[src/rtl/hc_sr04_multi_fsm.sv]
// Round-robin HC-SR04 ranging controller: one shared trigger/echo engine
// services N_CH sensors and keeps a per-channel range and timeout flag.
module hc_sr04_multi_fsm #(
    parameter int N_CH          = 4,
    parameter int DELAY_TRIGGER = 10,
    parameter int DELAY_ECHO    = 25000,
    parameter int DELAY_POSTFIX = 500000,
    parameter int DELAY_WIDTH   = $clog2(
        (DELAY_POSTFIX > DELAY_ECHO)
            ? ((DELAY_POSTFIX > DELAY_TRIGGER) ? DELAY_POSTFIX : DELAY_TRIGGER)
            : ((DELAY_ECHO > DELAY_TRIGGER) ? DELAY_ECHO : DELAY_TRIGGER)) + 1,
    parameter int RANGE_WIDTH   = 16,
    parameter int CH_WIDTH      = (N_CH > 1) ? $clog2(N_CH) : 1
) (
    input  logic                          clk,
    input  logic                          rst,
    input  logic                          strobe_us,
    input  logic                          strobe_sm,
    input  logic                          start,
    input  logic                          cont,
    input  logic [N_CH-1:0]               echo,
    output logic [N_CH-1:0]               trigger,
    output logic [N_CH*RANGE_WIDTH-1:0]   range,
    output logic [N_CH-1:0]               timeout,
    output logic                          valid,
    output logic [CH_WIDTH-1:0]           valid_ch,
    output logic                          busy
);

    typedef enum logic [2:0] {
        S_IDLE,
        S_TRIGGER,
        S_ECHO,
        S_SAVE,
        S_POSTFIX
    } state_t;

    localparam logic [DELAY_WIDTH-1:0] D_TRIG    = DELAY_WIDTH'(DELAY_TRIGGER);
    localparam logic [DELAY_WIDTH-1:0] D_ECHO    = DELAY_WIDTH'(DELAY_ECHO);
    localparam logic [DELAY_WIDTH-1:0] D_POST    = DELAY_WIDTH'(DELAY_POSTFIX);
    localparam logic [CH_WIDTH-1:0]    CH_LAST   = CH_WIDTH'(N_CH - 1);
    localparam logic [RANGE_WIDTH-1:0] RANGE_MAX = '1;

    state_t                               state_q, state_d;
    logic [CH_WIDTH-1:0]                  ch_q, ch_d;
    logic [DELAY_WIDTH-1:0]               delay_q, delay_d;
    logic [RANGE_WIDTH-1:0]               range_cnt_q, range_cnt_d;
    logic                                 echo_seen_q, echo_seen_d;
    logic                                 echo_late_q, echo_late_d;
    logic [N_CH-1:0]                      echo_meta_q, echo_sync_q;
    logic [N_CH-1:0][RANGE_WIDTH-1:0]     range_q, range_d;
    logic [N_CH-1:0]                      timeout_q, timeout_d;
    logic [N_CH-1:0]                      trigger_q, trigger_d;
    logic                                 valid_q, valid_d;
    logic [CH_WIDTH-1:0]                  valid_ch_q, valid_ch_d;
    logic                                 busy_q, busy_d;
    logic                                 echo_s;

    assign echo_s = echo_sync_q[ch_q];

    always_comb begin
        // NOTE: every _d gets a default first so no path through the case infers a latch.
        state_d     = state_q;
        ch_d        = ch_q;
        range_cnt_d = range_cnt_q;
        echo_seen_d = echo_seen_q;
        echo_late_d = echo_late_q;
        range_d     = range_q;
        timeout_d   = timeout_q;
        valid_d     = 1'b0;
        valid_ch_d  = valid_ch_q;

        case (state_q)
            S_IDLE: begin
                if (start || cont) begin
                    state_d = S_TRIGGER;
                    ch_d    = '0;
                end
            end
            S_TRIGGER: begin
                if (delay_q == D_TRIG) state_d = S_ECHO;
            end
            S_ECHO: begin
                if (strobe_sm && echo_s && (range_cnt_q != RANGE_MAX))
                    range_cnt_d = range_cnt_q + 1'b1;
                if (echo_s) echo_seen_d = 1'b1;
                // An echo still high when the window closes is an unfinished pulse.
                if (delay_q == D_ECHO) begin
                    state_d     = S_SAVE;
                    echo_late_d = echo_s;
                end
            end
            S_SAVE: begin
                state_d = S_POSTFIX;
                if (!echo_seen_q || echo_late_q) begin
                    timeout_d[ch_q] = 1'b1;
                    range_d[ch_q]   = RANGE_MAX;
                end else begin
                    timeout_d[ch_q] = 1'b0;
                    range_d[ch_q]   = range_cnt_q;
                end
                valid_d    = 1'b1;
                valid_ch_d = ch_q;
            end
            S_POSTFIX: begin
                if (delay_q == D_POST) begin
                    if (ch_q != CH_LAST) begin
                        ch_d    = ch_q + 1'b1;
                        state_d = S_TRIGGER;
                    end else if (cont) begin
                        ch_d    = '0;
                        state_d = S_TRIGGER;
                    end else begin
                        ch_d    = '0;
                        state_d = S_IDLE;
                    end
                end
            end
            default: state_d = S_IDLE;
        endcase

        if ((state_d == S_TRIGGER) && (state_q != S_TRIGGER)) begin
            range_cnt_d = '0;
            echo_seen_d = 1'b0;
            echo_late_d = 1'b0;
        end

        if (state_d != state_q)
            delay_d = '0;
        else if (strobe_us)
            delay_d = delay_q + 1'b1;
        else
            delay_d = delay_q;

        for (int i = 0; i < N_CH; i++)
            trigger_d[i] = (state_d == S_TRIGGER) && (ch_d == CH_WIDTH'(i));
        busy_d = (state_d != S_IDLE);
    end

    // NOTE: sequential state uses non-blocking assignments only, so every flop samples pre-edge values.
    always_ff @(posedge clk or posedge rst) begin
        if (rst) begin
            state_q     <= S_IDLE;
            ch_q        <= '0;
            delay_q     <= '0;
            range_cnt_q <= '0;
            echo_seen_q <= 1'b0;
            echo_late_q <= 1'b0;
            echo_meta_q <= '0;
            echo_sync_q <= '0;
            // NOTE: the result bank is reset too, since a reset must clear all published ranges.
            range_q     <= '0;
            timeout_q   <= '0;
            trigger_q   <= '0;
            valid_q     <= 1'b0;
            valid_ch_q  <= '0;
            busy_q      <= 1'b0;
        end else begin
            state_q     <= state_d;
            ch_q        <= ch_d;
            delay_q     <= delay_d;
            range_cnt_q <= range_cnt_d;
            echo_seen_q <= echo_seen_d;
            echo_late_q <= echo_late_d;
            echo_meta_q <= echo;
            echo_sync_q <= echo_meta_q;
            range_q     <= range_d;
            timeout_q   <= timeout_d;
            trigger_q   <= trigger_d;
            valid_q     <= valid_d;
            valid_ch_q  <= valid_ch_d;
            busy_q      <= busy_d;
        end
    end

    assign trigger  = trigger_q;
    assign range    = range_q;
    assign timeout  = timeout_q;
    assign valid    = valid_q;
    assign valid_ch = valid_ch_q;
    assign busy     = busy_q;

endmodule

[config.mk]
export PLATFORM = sky130hd
export DESIGN_NAME = hc_sr04_multi_fsm
export DESIGN_NICKNAME = d
export VERILOG_FILES = /design/src/rtl/hc_sr04_multi_fsm.sv
export SDC_FILE = /design/constraint.sdc
export NUM_CORES = 1
export LEC_CHECK = 0
export CAP_MARGIN = 5
export CORE_MARGIN = 8
export CORE_UTILIZATION = 58
export CTS_CLUSTER_DIAMETER = 150
export CTS_CLUSTER_SIZE = 14
export DETAILED_ROUTE_END_ITERATION = 16
export HOLD_SLACK_MARGIN = 0.06
export PLACE_DENSITY_LB_ADDON = 0.3
export SLEW_MARGIN = 10
export SYNTH_ARGS = -nofsm -noshare
export SYNTH_HDL_FRONTEND = slang
export SYNTH_SLANG_ARGS = --single-unit
[constraint.sdc]
create_clock -name clk -period 7.7 [get_ports clk]
set_input_delay 1.155 -clock clk [delete_from_list [all_inputs] [get_ports clk]]
set_output_delay 1.155 -clock clk [all_outputs]
set_load 0.02 [all_outputs]
==> results.toml, run 1 <==
[global_routing]
grt_pass1_wl_mm = 21.2
grt_pass1_vias = 4200
grt_max_degree = 66
track_usage_pct = 20.6
antenna_found_initial = 0
grt-ovfl-total = 0

[timing]
finalSetupViolCount = 0
rsz0062_at_grt = "no"
finClkSkew_ns = 0.00833
max_slew_margin_pct = 30.3
max_clock_freq_ghz = 0.363
finalHoldViolCount = 0
maxSlewViolCount = 0
tightest_slew_ns = 1.04
finalCritPeriodShare_pct = 35.8
final.setup.tns_ns = 0
post-route-min-period_ns = 2.76

[finish]
final_common_cell = "dfrtp_1"
syn_to_final_growth_pct = 26.3
drive_above_1_share_pct = 9.28
fin_nets = 630
postLayoutCellArea_um2 = 6910
final_cell_mix = "dfrtp_1 (127), nand2_1 (94), clkdlybuf4s50_1 (85)"
antenna_cells = 0

[pwr]
p_int_w = 0.00132
ir_worst_vdd_mv = 0.213
p_leak_nw = 3.02
comb_power_share_pct = 23.1
pwr-share-clk_pct = 37.2
p_seq_share_pct = 39.7
finalPower_w = 0.00198
switchingPower_w = 0.000657
swShare_pct = 33.3
power_density_nw_per_um2 = 286

[place]
port_buffers = 85
gp_congestion = 0.831
dp_hpwl_mm = 8.67
placed_area_um2 = 6350

[drt]
detail-route-antenna-nets = 0
wl_per_cell_um = 17.5
drtPass1Iterations = 5
drc = 0
wl_mm = 12.9
dr_total_vias = 4318
drt_iter0_markers = 360
viasPerCell = 5.87

[worst_setup_path]
reg2reg_to = "range_cnt_q[4]$_DFFE_PP0P_"
critical_path_class = "in -> reg"
r2r_start = "delay_q[4]$_DFFE_PP0P_"
critPathTopFamily = "simple AND/OR/NAND/NOR gates"
cp_slowest_cell = "or4_1"
path_buf_inv = 1
required_ns = 8.06
worstRegToRegCells = 5
endpoint_kind = "flop"
cp-start-kind = "input port"
r2r_slack_ns = 4.98
worstPathCellList = "clkdlybuf4s50_1, nand4_1, or4_1, nor4_2, xnor2_1, a21oi_1"
critPathMaxFanout = 6
critPathMaxStageDelay_ns = 0.66
cp.arrival_ns = 3.12

[logic_synthesis]
synth_top_family_by_area = "simple AND/OR/NAND/NOR gates"
ys_ff_latch = 127
synth-simple-area-share_pct = 19.4
synth_fa_ha_area_share_pct = 1.83
avgSynthCellArea_um2 = 10.3
synth_compound_area_share_pct = 10.6
ys_types = 49
yosysWarnings = 0
synth-edff-count = 0
ys.flop_type = "dfrtp_1"
synth_xor_area_share_pct = 5.45
synthTopCellsByArea = "dfrtp_1 (58%), o21ai_0 (6.7%), nand2_1 (6.5%)"
syn_area_um2 = 5470
syn_inst = 533
yosysTopAreaCell = "dfrtp_1"
synth_top_area_share_pct = 58.1
yosys-mux-area-fraction_pct = 1.35
async_reset_ff_share_pct = 100
syn_nets = 551
ys_seq_area_share_pct = 58.1

[clock_network]
cts.sinks = 127
cts.repair.resized = 0
clkTransAtPathRegs_ns = 0.06
root_buffer = "clkbuf_8"
hold_buffers = 0
post_cts.repair.setup_buffers = 0
cts_buffer_depth = 2
htreeDepth = 4
clk_latency_ns = 0.51
cts_inserted_buffers = 17
cts_tree = "yes"

[die]
die_x_um = 113
row_count = 35
dieArea_um2 = 12800
fp.dieH_um = 113
ios = 86
initial_core_util_pct = 59.5
core_um2 = 9200

[run_status]
status = "complete, no violations"

[run]
maxCapViolations = 0

[hold_path]
holdPathEnd = "echo_sync_q[3]$_DFF_PP0_"
whs_path_depth = 0
hp-class = "reg -> reg"
hp-start = "echo_meta_q[3]$_DFF_PP0_"
==> power by group through the flow <==
stage / Sequential [W] / Clock (W) / Combinational, W
final: 0.000785 / 0.000735 / 0.000457
after global routing: 0.000792 / 0.000770 / 0.000503
after CTS: 0.000784 / 0.000742 / 0.000456
after detailed placement: 0.000795 / 0 / 0.000452
after global placement: 0.000791 / 0 / 0.000439
after floorplan: 0.000832 / 0 / 0.000245
==> worst max-delay path by stage <==
stage | startpoint | endpoint | slack (ns) | depth (start not counted)
after detailed placement | strobe_us | delay_q[15]$_DFFE_PP0P_ | 4.48 | 6
after CTS | delay_q[4]$_DFFE_PP0P_ | range_cnt_q[4]$_DFFE_PP0P_ | 4.97 | 5
after global placement | strobe_us | delay_q[19]$_DFFE_PP0P_ | 4.51 | 6
final | strobe_us | delay_q[19]$_DFFE_PP0P_ | 4.94 | 6
after global routing | delay_q[4]$_DFFE_PP0P_ | range_cnt_q[0]$_DFFE_PP0P_ | 4.80 | 5
after floorplan | rst | async pin | 3.16 | 1
==> metal layers <==
metal  part of all wire [%]  track usage, %
met5                      0               0
met4                    1.7            7.46
met3                    6.5            5.22
met2                     48            32.9
met1                     44            26.7
==> layout make-up <==
class	instances	area, um^2
clock buffers	17	414
clock inverters	15	139
fillers	598	2290
inverters	13	51.3
multi-input cells	366	2120
flip-flops and latches	127	3180
well taps	111	139
repair buffers	87	866
==> logic make-up (layout without fill, tap and decap cells) <==
| kind of cell | after synthesis | after routing |
|---|---|---|
| simple gates | 212 | 212 |
| flops | 127 | 127 |
| compound gates | 106 | 106 |
| buf+inv | 40 | 132 |
| xor+xnor | 34 | 34 |
| fa+ha+maj | 8 | 8 |
| mux | 6 | 6 |
==> per-stage QoR <==
stage / util (%) / worst slack (ns) / cells / hold WS (ns)
floorplan: - / 3.16 / 533 / 0.331
global placement: 69.0 / 4.51 / 704 / 0.332
detailed placement: 69.0 / 4.48 / 704 / 0.341
CTS: 75.0 / 4.97 / 736 / 0.355
global route: 75.1 / 4.80 / 736 / 0.358
finish: 75.1 / 4.94 / 736 / 0.352
==> state kept, by name (all words and copies together), names as in the netlist, named ones only <==
register and flops:
range 64, delay_q 20, range_cnt_q 16, echo_meta_q 4
echo_sync_q 4, trigger 4, state_q 3, ch_q 2
valid_ch 2, busy 1, echo_late_q 1, echo_seen_q 1
valid 1
==> Yosys cell counts, drive strengths merged (5+ instances only) <==
| library cell | instances |
|---|---|
| clkbuf | 22 |
| nand3 | 10 |
| nor2 | 41 |
| ha | 8 |
| xnor2 | 24 |
| inv | 13 |
| xor2 | 10 |
| nand2 | 95 |
| a21oi | 22 |
| o21ai | 73 |
| dfrtp | 127 |
| nand4 | 14 |
| nor4 | 17 |
| nor3 | 9 |
| buf | 5 |
Power figures use the tool's default switching activity.
==> inputs of run 2 (changes only) <==
- CORE_UTILIZATION: 58 -> 54
- clock period: 7.7 -> 2.6 ns (I/O delays scaled with it)
==> run 2 against run 1 <==
  * Utilization is 2.8 points lower
  * Worst setup slack worse by 4.7 ns
  * First-iteration DRC count is 18% lower
  * Clock power grew to 3.5 times the previous value
  * Via count decreased by 0.56%
  * Non-clock buffer count rose by 10
  * Cell count rose by 4.3%
  * Clock skew up 0.0021 ns
==> results.toml, run 2 (same netlist as run 1, synthesis figures left out) <==
[run_status]
status = "complete, no violations"

[clock_network]
cts_buffer_depth = 2
clk_latency_ns = 0.52
clkTransAtPathRegs_ns = 0.06
cts.repair.resized = 0
cts.sinks = 127
cts_inserted_buffers = 17
cts_tree = "yes"
htreeDepth = 4
hold_buffers = 0
post_cts.repair.setup_buffers = 0
root_buffer = "clkbuf_8"

[timing]
finalSetupViolCount = 0
tightest_slew_ns = 0.653
final.setup.tns_ns = 0
max_slew_margin_pct = 56.5
fin_hold_ws_ns = 0.306
maxSlewViolCount = 0
finalCritPeriodShare_pct = 92.0
rsz0062_at_grt = "no"
max_clock_freq_ghz = 0.418
post-route-min-period_ns = 2.39
finalHoldViolCount = 0
finClkSkew_ns = 0.0105

[run]
maxCapViolations = 0

[pwr]
power_density_nw_per_um2 = 887
ir_worst_vdd_mv = 0.552
p_int_w = 0.00426
comb_power_share_pct = 22.5
pwr-share-clk_pct = 40.6
swShare_pct = 32.4
p_leak_nw = 3.09
switchingPower_w = 0.00204
p_seq_share_pct = 36.9

[finish]
seqCellArea_um2 = 3180
antenna_cells = 0
fin_nets = 640
syn_to_final_growth_pct = 29.8
final_cell_mix = "dfrtp_1 (127), nand2_1 (94), clkdlybuf4s50_1 (85)"
nFillCells = 705
final_common_cell = "dfrtp_1"
multi_input_area_um2 = 2110
largest_reg_flops = 64
drive_above_1_share_pct = 10.7

[hold_path]
hp-class = "in -> reg"

[global_routing]
track_usage_pct = 21.1
grt_pass1_vias = 4279
grt_pass1_wl_mm = 22.1
grt-ovfl-total = 0
grt_max_degree = 128
antenna_found_initial = 0

[die]
ios = 86
fp.dieH_um = 117
core_um2 = 9820
row_count = 36
dieArea_um2 = 13600
initial_core_util_pct = 55.7
die_x_um = 117

[worst_setup_path]
critPathMaxFanout = 5
cp_slowest_cell = "nor4_1"
critPathMaxStageDelay_ns = 0.61
critPathTopFamily = "simple AND/OR/NAND/NOR gates"
cp-start-kind = "flop"
worstPathCellList = "nor4_1, nand3_1, nor4_2, mux2i_1, nor3b_1"
cp.arrival_ns = 2.81
required_ns = 3.02
endpoint_kind = "flop"
path_buf_inv = 0
critical_path_class = "reg -> reg"

[drt]
drc = 0
dr_total_vias = 4294
viasPerCell = 5.59
wl_mm = 13.7
detail-route-antenna-nets = 0
drtPass1Iterations = 6
wl_per_cell_um = 17.8
drt_iter0_markers = 296

[place]
dp_hpwl_mm = 9.21
port_buffers = 85
gp_congestion = 0.861
run 2: changes by cell type in the layout (fill, tap and decap cells not counted):
cell        previous run  this run
inv_8                  1         3
clkinv_4               4         1
nor4_2                 4         5
inv_6                  2         6
nor4_4                 1         0
inv_4                  1         0
bufinv_16              1         4
clkinv_2               3         0
clkinvlp_4             4         2
buf_4                  2        11
buf_12                 0         1
run 2: path summary, 6_finish.rpt:
check / slack, ns / cells past startpoint / end / startpoint
hold / removal: 0.31 / 1 / echo_meta_q[0]$_DFF_PP0_ / echo[0]
setup reg to reg: 0.21 / 5 / trigger[1]$_DFF_PP0_ / delay_q[2]$_DFFE_PP0P_
min in group asynchronous: 0.42 / 3 / range[47]$_DFFE_PP0P_ / rst
hold reg to reg: 0.35 / 0 / echo_sync_q[3]$_DFF_PP0_ / echo_meta_q[3]$_DFF_PP0_
max in group asynchronous: 1.71 / 3 / range[25]$_DFFE_PP0P_ / rst
setup / recovery: 0.21 / 5 / trigger[1]$_DFF_PP0_ / delay_q[2]$_DFFE_PP0P_
run 2: routing by layer:
| layer | vias up | wire length, um | GRT usage, % |
|---|---|---|---|
| li1 | 2013 | - | - |
| met1 | 2116 | 5760 | 27.4 |
| met2 | 147 | 6820 | 34.6 |
| met3 | 18 | 909 | 4.19 |
| met4 | 0 | 181 | 7.51 |
| met5 | - | 0 | 0 |
run 2: power groups by stage:
stage	logic [W]	clock network, W	registers [W]
finish	0.00142	0.00255	0.00232
global placement	0.00134	0	0.00235
detailed placement	0.00139	0	0.00236
global route	0.00154	0.00266	0.00235
floorplan	0.000726	0	0.00246
CTS	0.00142	0.00258	0.00233
run 2: metrics by stage:
stage          cell area [um^2]  worst slack, ns  power, W  utilization (%)  instances
3_5_place_dp               6460            0.233   0.00375             65.8        736
3_3_place_gp               6460            0.301   0.00369             65.8        736
4_1_cts                    7100            0.252   0.00632             72.3        768
2_1_floorplan              5470            0.617   0.00319                -        533
5_1_grt                    7100           0.0155   0.00655             72.3        768
6_report                   7100            0.208   0.00630             72.3        768
run 2: cell type report:
| class | count | area share (%) |
|---|---|---|
| flip-flops and latches | 127 | 44.8 |
| multi-input cells | 366 | 29.7 |
| repair buffers | 97 | 13.4 |
| clock buffers | 17 | 5.83 |
| clock inverters | 15 | 3.14 |
| well taps | 133 | 2.34 |
| inverters | 13 | 0.740 |
==> patch 1 (settings of run 2) <==
Register the input `start` before use, cleared by the reset. The logic sees it one clock later. The other inputs are not delayed to match.
--- a/src/rtl/hc_sr04_multi_fsm.sv
+++ b/src/rtl/hc_sr04_multi_fsm.sv
@@ -41,6 +41,16 @@
     localparam logic [CH_WIDTH-1:0]    CH_LAST   = CH_WIDTH'(N_CH - 1);
     localparam logic [RANGE_WIDTH-1:0] RANGE_MAX = '1;
 
+    logic start_q;
+
+    always_ff @(posedge clk or posedge rst) begin
+        if (rst) begin
+            start_q <= '0;
+        end else begin
+            start_q <= start;
+        end
+    end
+
     state_t                               state_q, state_d;
     logic [CH_WIDTH-1:0]                  ch_q, ch_d;
     logic [DELAY_WIDTH-1:0]               delay_q, delay_d;
@@ -72,7 +82,7 @@
 
         case (state_q)
             S_IDLE: begin
-                if (start || cont) begin
+                if (start_q || cont) begin
                     state_d = S_TRIGGER;
                     ch_d    = '0;
                 end
Behaviour: not the same (a bounded check fails within 4 cycles, from zero or initial values and one cycle with rst high).
==> patch 1 against run 2 <==
- via count fell by 0.93%
- critical endpoint is now trigger[2]
- wire length fell by 4.8%
- setup slack worse by 3.1 ps
- power is 0.52% higher
- critical path depth stayed put
- cell area is 0.67% higher
- highest routed layer unchanged
- critical path type unchanged
- synthesized area is 0.46% higher
- sequential cell count up 1
- sequential share of layout area up 0.052 points
==> patch 1: results (changes against run 2) <==
status finished clean; final clock skew 5.508 ps (-4.968 ps); Post-Route WL 13.02 mm (-4.8%); Worst EP arrival 2820 ps (about the same); Peak supply drop 0.4641 mV (-16%); Final nets 642 (+0.31%); final weighted congestion in routability-driven placement 0.8585 (-0.33%); Clock Power ~2.6 mW; Reg2Reg Depth 5 (unchanged); fmax 0.4175 GHz (-0.13%); layout cell share with drive strength beyond 1 0.1083 (+0.001234); vias in the first global route 4233 (-1.1%); Worst-Skew Late Latency 520 ps (about the same); Post-synth top cells dfrtp_1, nand2_1, o21ai_0; CTS clk-pin slew, worst paths 60 ps (about the same); DRT iter0 DRCs 250 (-16%); internal cell power 4.385 mW (+3.0%); worst min path class input pin to async pin; DR WL met3 981 um (+7.9%); CP Capture Point trigger[2]; GRT met2 Usage 0.3217 (-0.02382); post-synthesis sequential area ratio 0.5831 (+0.001908); Mapped Avg Cell Area 10.29 sq um (+0.27%); met2 wire length 6.296 mm (-7.7%); switching power 1.942 mW (-4.7%); ys async rst share 1.000 (unchanged); # fillers 748 (+6.1%); syn_nets 552 (+0.18%); met1 wire length 5.589 mm (-3.0%); CTS Buffer Depth 2 (unchanged); M1 GR Usage 0.2603 (-0.01330); P_comb between 1 and 1.5 mW; gr usage total 0.2010 (-0.009886); largest net degree at the start of global routing 71 (-45%); RR Startpoint delay_q[2]; drt first pass iters 4 (-2); pre-CTS WS 228.6 ps (-4.861 ps); GRT met3 Usage 0.05336 (+0.01148); Pleak 3.116 nW (+0.69%); Final HPWL DP 9.101 mm (-1.2%); Worst slew margin 0.4068 (-0.1580); max reg flops 64 (unchanged); top layer in use met4; DP Area 0.006499 sq mm (+0.56%); Synth area leaders dfrtp_1, o21ai_0, nand2_1, xnor2_1, nor2_1; Vias/cell 5.503 (-1.6%); initial antenna violation count 0 (unchanged); post-CTS sizing 0 (unchanged); PortBufs 85 (unchanged); first-pass GRT wire length 21.17 mm (-4.3%); DP Cell Count 741 (+0.68%); Fin Hold WS 163.1 ps (-142.9 ps); vias 4254 (-0.93%)
==> patch 1: cell type report <==
cell class,instances,area (sq um),share of cell area
multi-input combinational,366,2112,0.2955
tap,136,170.2,0.02381
sequential,128,3203,0.4482
timing repair buffer,98,960.9,0.1345
clock buffer,19,441.7,0.06180
clock inverter,13,206.4,0.02889
inverter,13,52.55,0.007353
==> patch 1: worst max-delay path: stages, from the launching register on <==
cell and delay (ps):
dfrtp_1 440, nor4_1 580, nand3_1 170, nor4_2 430, mux2i_1 420, nor3b_1 260
==> patch 1: cells by family (layout without fill, tap and decap cells) <==
kind of cell,Yosys count,in the layout,share of synthesized area
AOI/OAI and AO/OA,106,106,0.1052
xor gates and xnor gates,34,34,0.05421
adders and majority gates,8,8,0.01822
buffers and inverters,40,143,0.03235
DFF,128,128,0.5831
muxes,6,6,0.01344
and+or+nand+nor,212,212,0.1934
==> patch 2 (flow settings as in run 2) <==
Made on the original files. Set the parameter `DELAY_TRIGGER` to 11 (it was 10).
--- a/src/rtl/hc_sr04_multi_fsm.sv
+++ b/src/rtl/hc_sr04_multi_fsm.sv
@@ -2,7 +2,7 @@
 // services N_CH sensors and keeps a per-channel range and timeout flag.
 module hc_sr04_multi_fsm #(
     parameter int N_CH          = 4,
-    parameter int DELAY_TRIGGER = 10,
+    parameter int DELAY_TRIGGER = 11,
     parameter int DELAY_ECHO    = 25000,
     parameter int DELAY_POSTFIX = 500000,
     parameter int DELAY_WIDTH   = $clog2(
Check against the original RTL: no difference found for any inputs over 10 cycles, from zero or initial values and one cycle with rst high; that may be too few to reach the edited logic, so the function may still have changed.
==> patch 2 against run 2 <==
- via count is 1.1% lower
- maximum frequency increased by 10%
- cell area shrank 0.11%
- setup slack better by 230 ps
- wire length is 4.3% lower
- sequential cell count unchanged
- synthesized area barely moved
- sequential share of layout area barely moved
Power is not compared: it rests on default switching activity, and its combinational part moved more than twofold at a synthesized area within 25%.
==> patch 2: results (changes against run 2) <==
post-synthesis cell type count 44 (-10%); Clock Power 2.38 mW; worst slew pin tran 696.9 ps (+44.12 ps); Synth area leaders dfrtp_1, nand2_1, o21ai_1, xnor2_1, nor2_1; vias 4247 (-1.1%); largest net degree at the start of global routing 56 (-56%); CTS clk-pin slew, worst paths 60 ps (about the same); Post-synth top cells dfrtp_1, nand2_1, o21ai_1; post-synthesis sequential area ratio 0.5814 (about the same); DP Area 0.006494 sq mm (+0.48%); diode count 0 (unchanged); XOR/XNOR share of the synthesized area 0.05127 (-0.003192); layout cell share with drive strength beyond 1 0.09733 (-0.009755); vias in the first global route 4256 (-0.54%); final clock skew 8.832 ps (-1.644 ps); initial antenna violation count 0 (unchanged); main combinational cell family by area after synthesis simple AND/OR/NAND/NOR gates; Crit Path Max Fanout 8 (+3); drt first pass iters 5 (-1); Setup Fix Bufs, Post-CTS 0 (unchanged); Final HPWL DP 9.200 mm (-0.15%); Pleak between 3 and 4 nW; max reg flops 64 (unchanged); synth warn 0 (unchanged); Compound-Gate Fraction of Synth Area 0.08721 (-0.01852); adder-cell share of the synthesized area 0.01602 (-0.002285); ys async rst share 1.000 (unchanged); final weighted congestion in routability-driven placement 0.8568 (-0.52%); power share of the sequential group 0.449; sw frac 0.2371; Worst-Skew Late Latency between 500 and 600 ps; worst min path class input pin to async pin; syn_nets 548 (-0.54%); PortBufs 85 (unchanged); dominant synthesized flop cell dfrtp_1; CTS Buffer Depth 2 (unchanged); status finished clean; pre-CTS WS 452.3 ps (+218.8 ps); gr usage total 0.2063 (-0.004635); first-pass GRT wire length 21.53 mm (-2.7%); DRT iter0 DRCs 324 (+9.5%); H-tree levels 4 (unchanged); Worst EP arrival 2580 ps (-230 ps); post-CTS sizing 0 (unchanged); Peak supply drop 0.5057 mV; total CTS buffers 17 (unchanged); Routed Antenna Nets 0 (unchanged); DR WL/cell 17.01 um (-4.5%); multiplexer area fraction after synthesis 0.01190 (-0.001599); clk root buf clkbuf_8; Final nets 641 (+0.16%)
## patch 2: cell count changes after synthesis, sizes merged, moves of 4 or more
cell    change
o21ai       +4
nor2       +24
nor4        -8
a21oi      -15
clkbuf      -4
nor2b       -4
## patch 2: through the flow
stage / cells / total power, mW
2_1_floorplan: 531 / 2.303
3_3_place_gp: 738 / 2.375
3_5_place_dp: 738 / 2.394
4_1_cts: 770 / 4.769
5_1_grt: 770 / 4.909
6_report: 770 / 4.741
## patch 2: final timing paths
kind | endpoint | from | depth (start not counted) | slack, ps
worst min register to register | echo_sync_q[3] | echo_meta_q[3] | 0 | 350
worst max register to register | range_cnt_q[13] | state_q[1] | 5 | 430
worst min-delay path | range[45] | rst | 2 | 290
worst max-delay path | range_cnt_q[13] | state_q[1] | 5 | 430
max in group asynchronous | range_cnt_q[1] | rst | 3 | 1630
min in group clk | echo_meta_q[0] | echo[0] | 1 | 300
## patch 2: critical path, cell delays in order, from the launching register on
cell and delay [ps]:
dfrtp_1 480, nor3b_2 430, nand3_1 340, nor4b_1 530
xnor2_1 230, nor2_4 40
## patch 2: cell type report
type                            count  area, sq um
Fill cell                         727         2728
Inverter                           12        48.80
Sequential cell                   127         3178
Clock inverter                     13        176.4
Tap cell                          133        166.4
Clock buffer                       19        421.7
Timing Repair Buffer               94        955.9
Multi-Input combinational cell    372         2145
## patch 2: cell families after synthesis
family                   count (synthesis)
multiplexers                             5
AO/OA/AOI/OAI                           91
flip-flops                             127
adder cells (fa/ha/maj)                  7
XOR/XNOR                                32
buffers and inverters                   32
AND/OR/NAND/NOR                        237
## patch 2: layer usage
layer	up-vias	GRT usage	share of wire
met4	0	0.07679	0.021
li1	1998	-	-
met3	20	0.05481	0.074
met5	-	0	0
met2	145	0.3320	0.48
met1	2084	0.2627	0.43
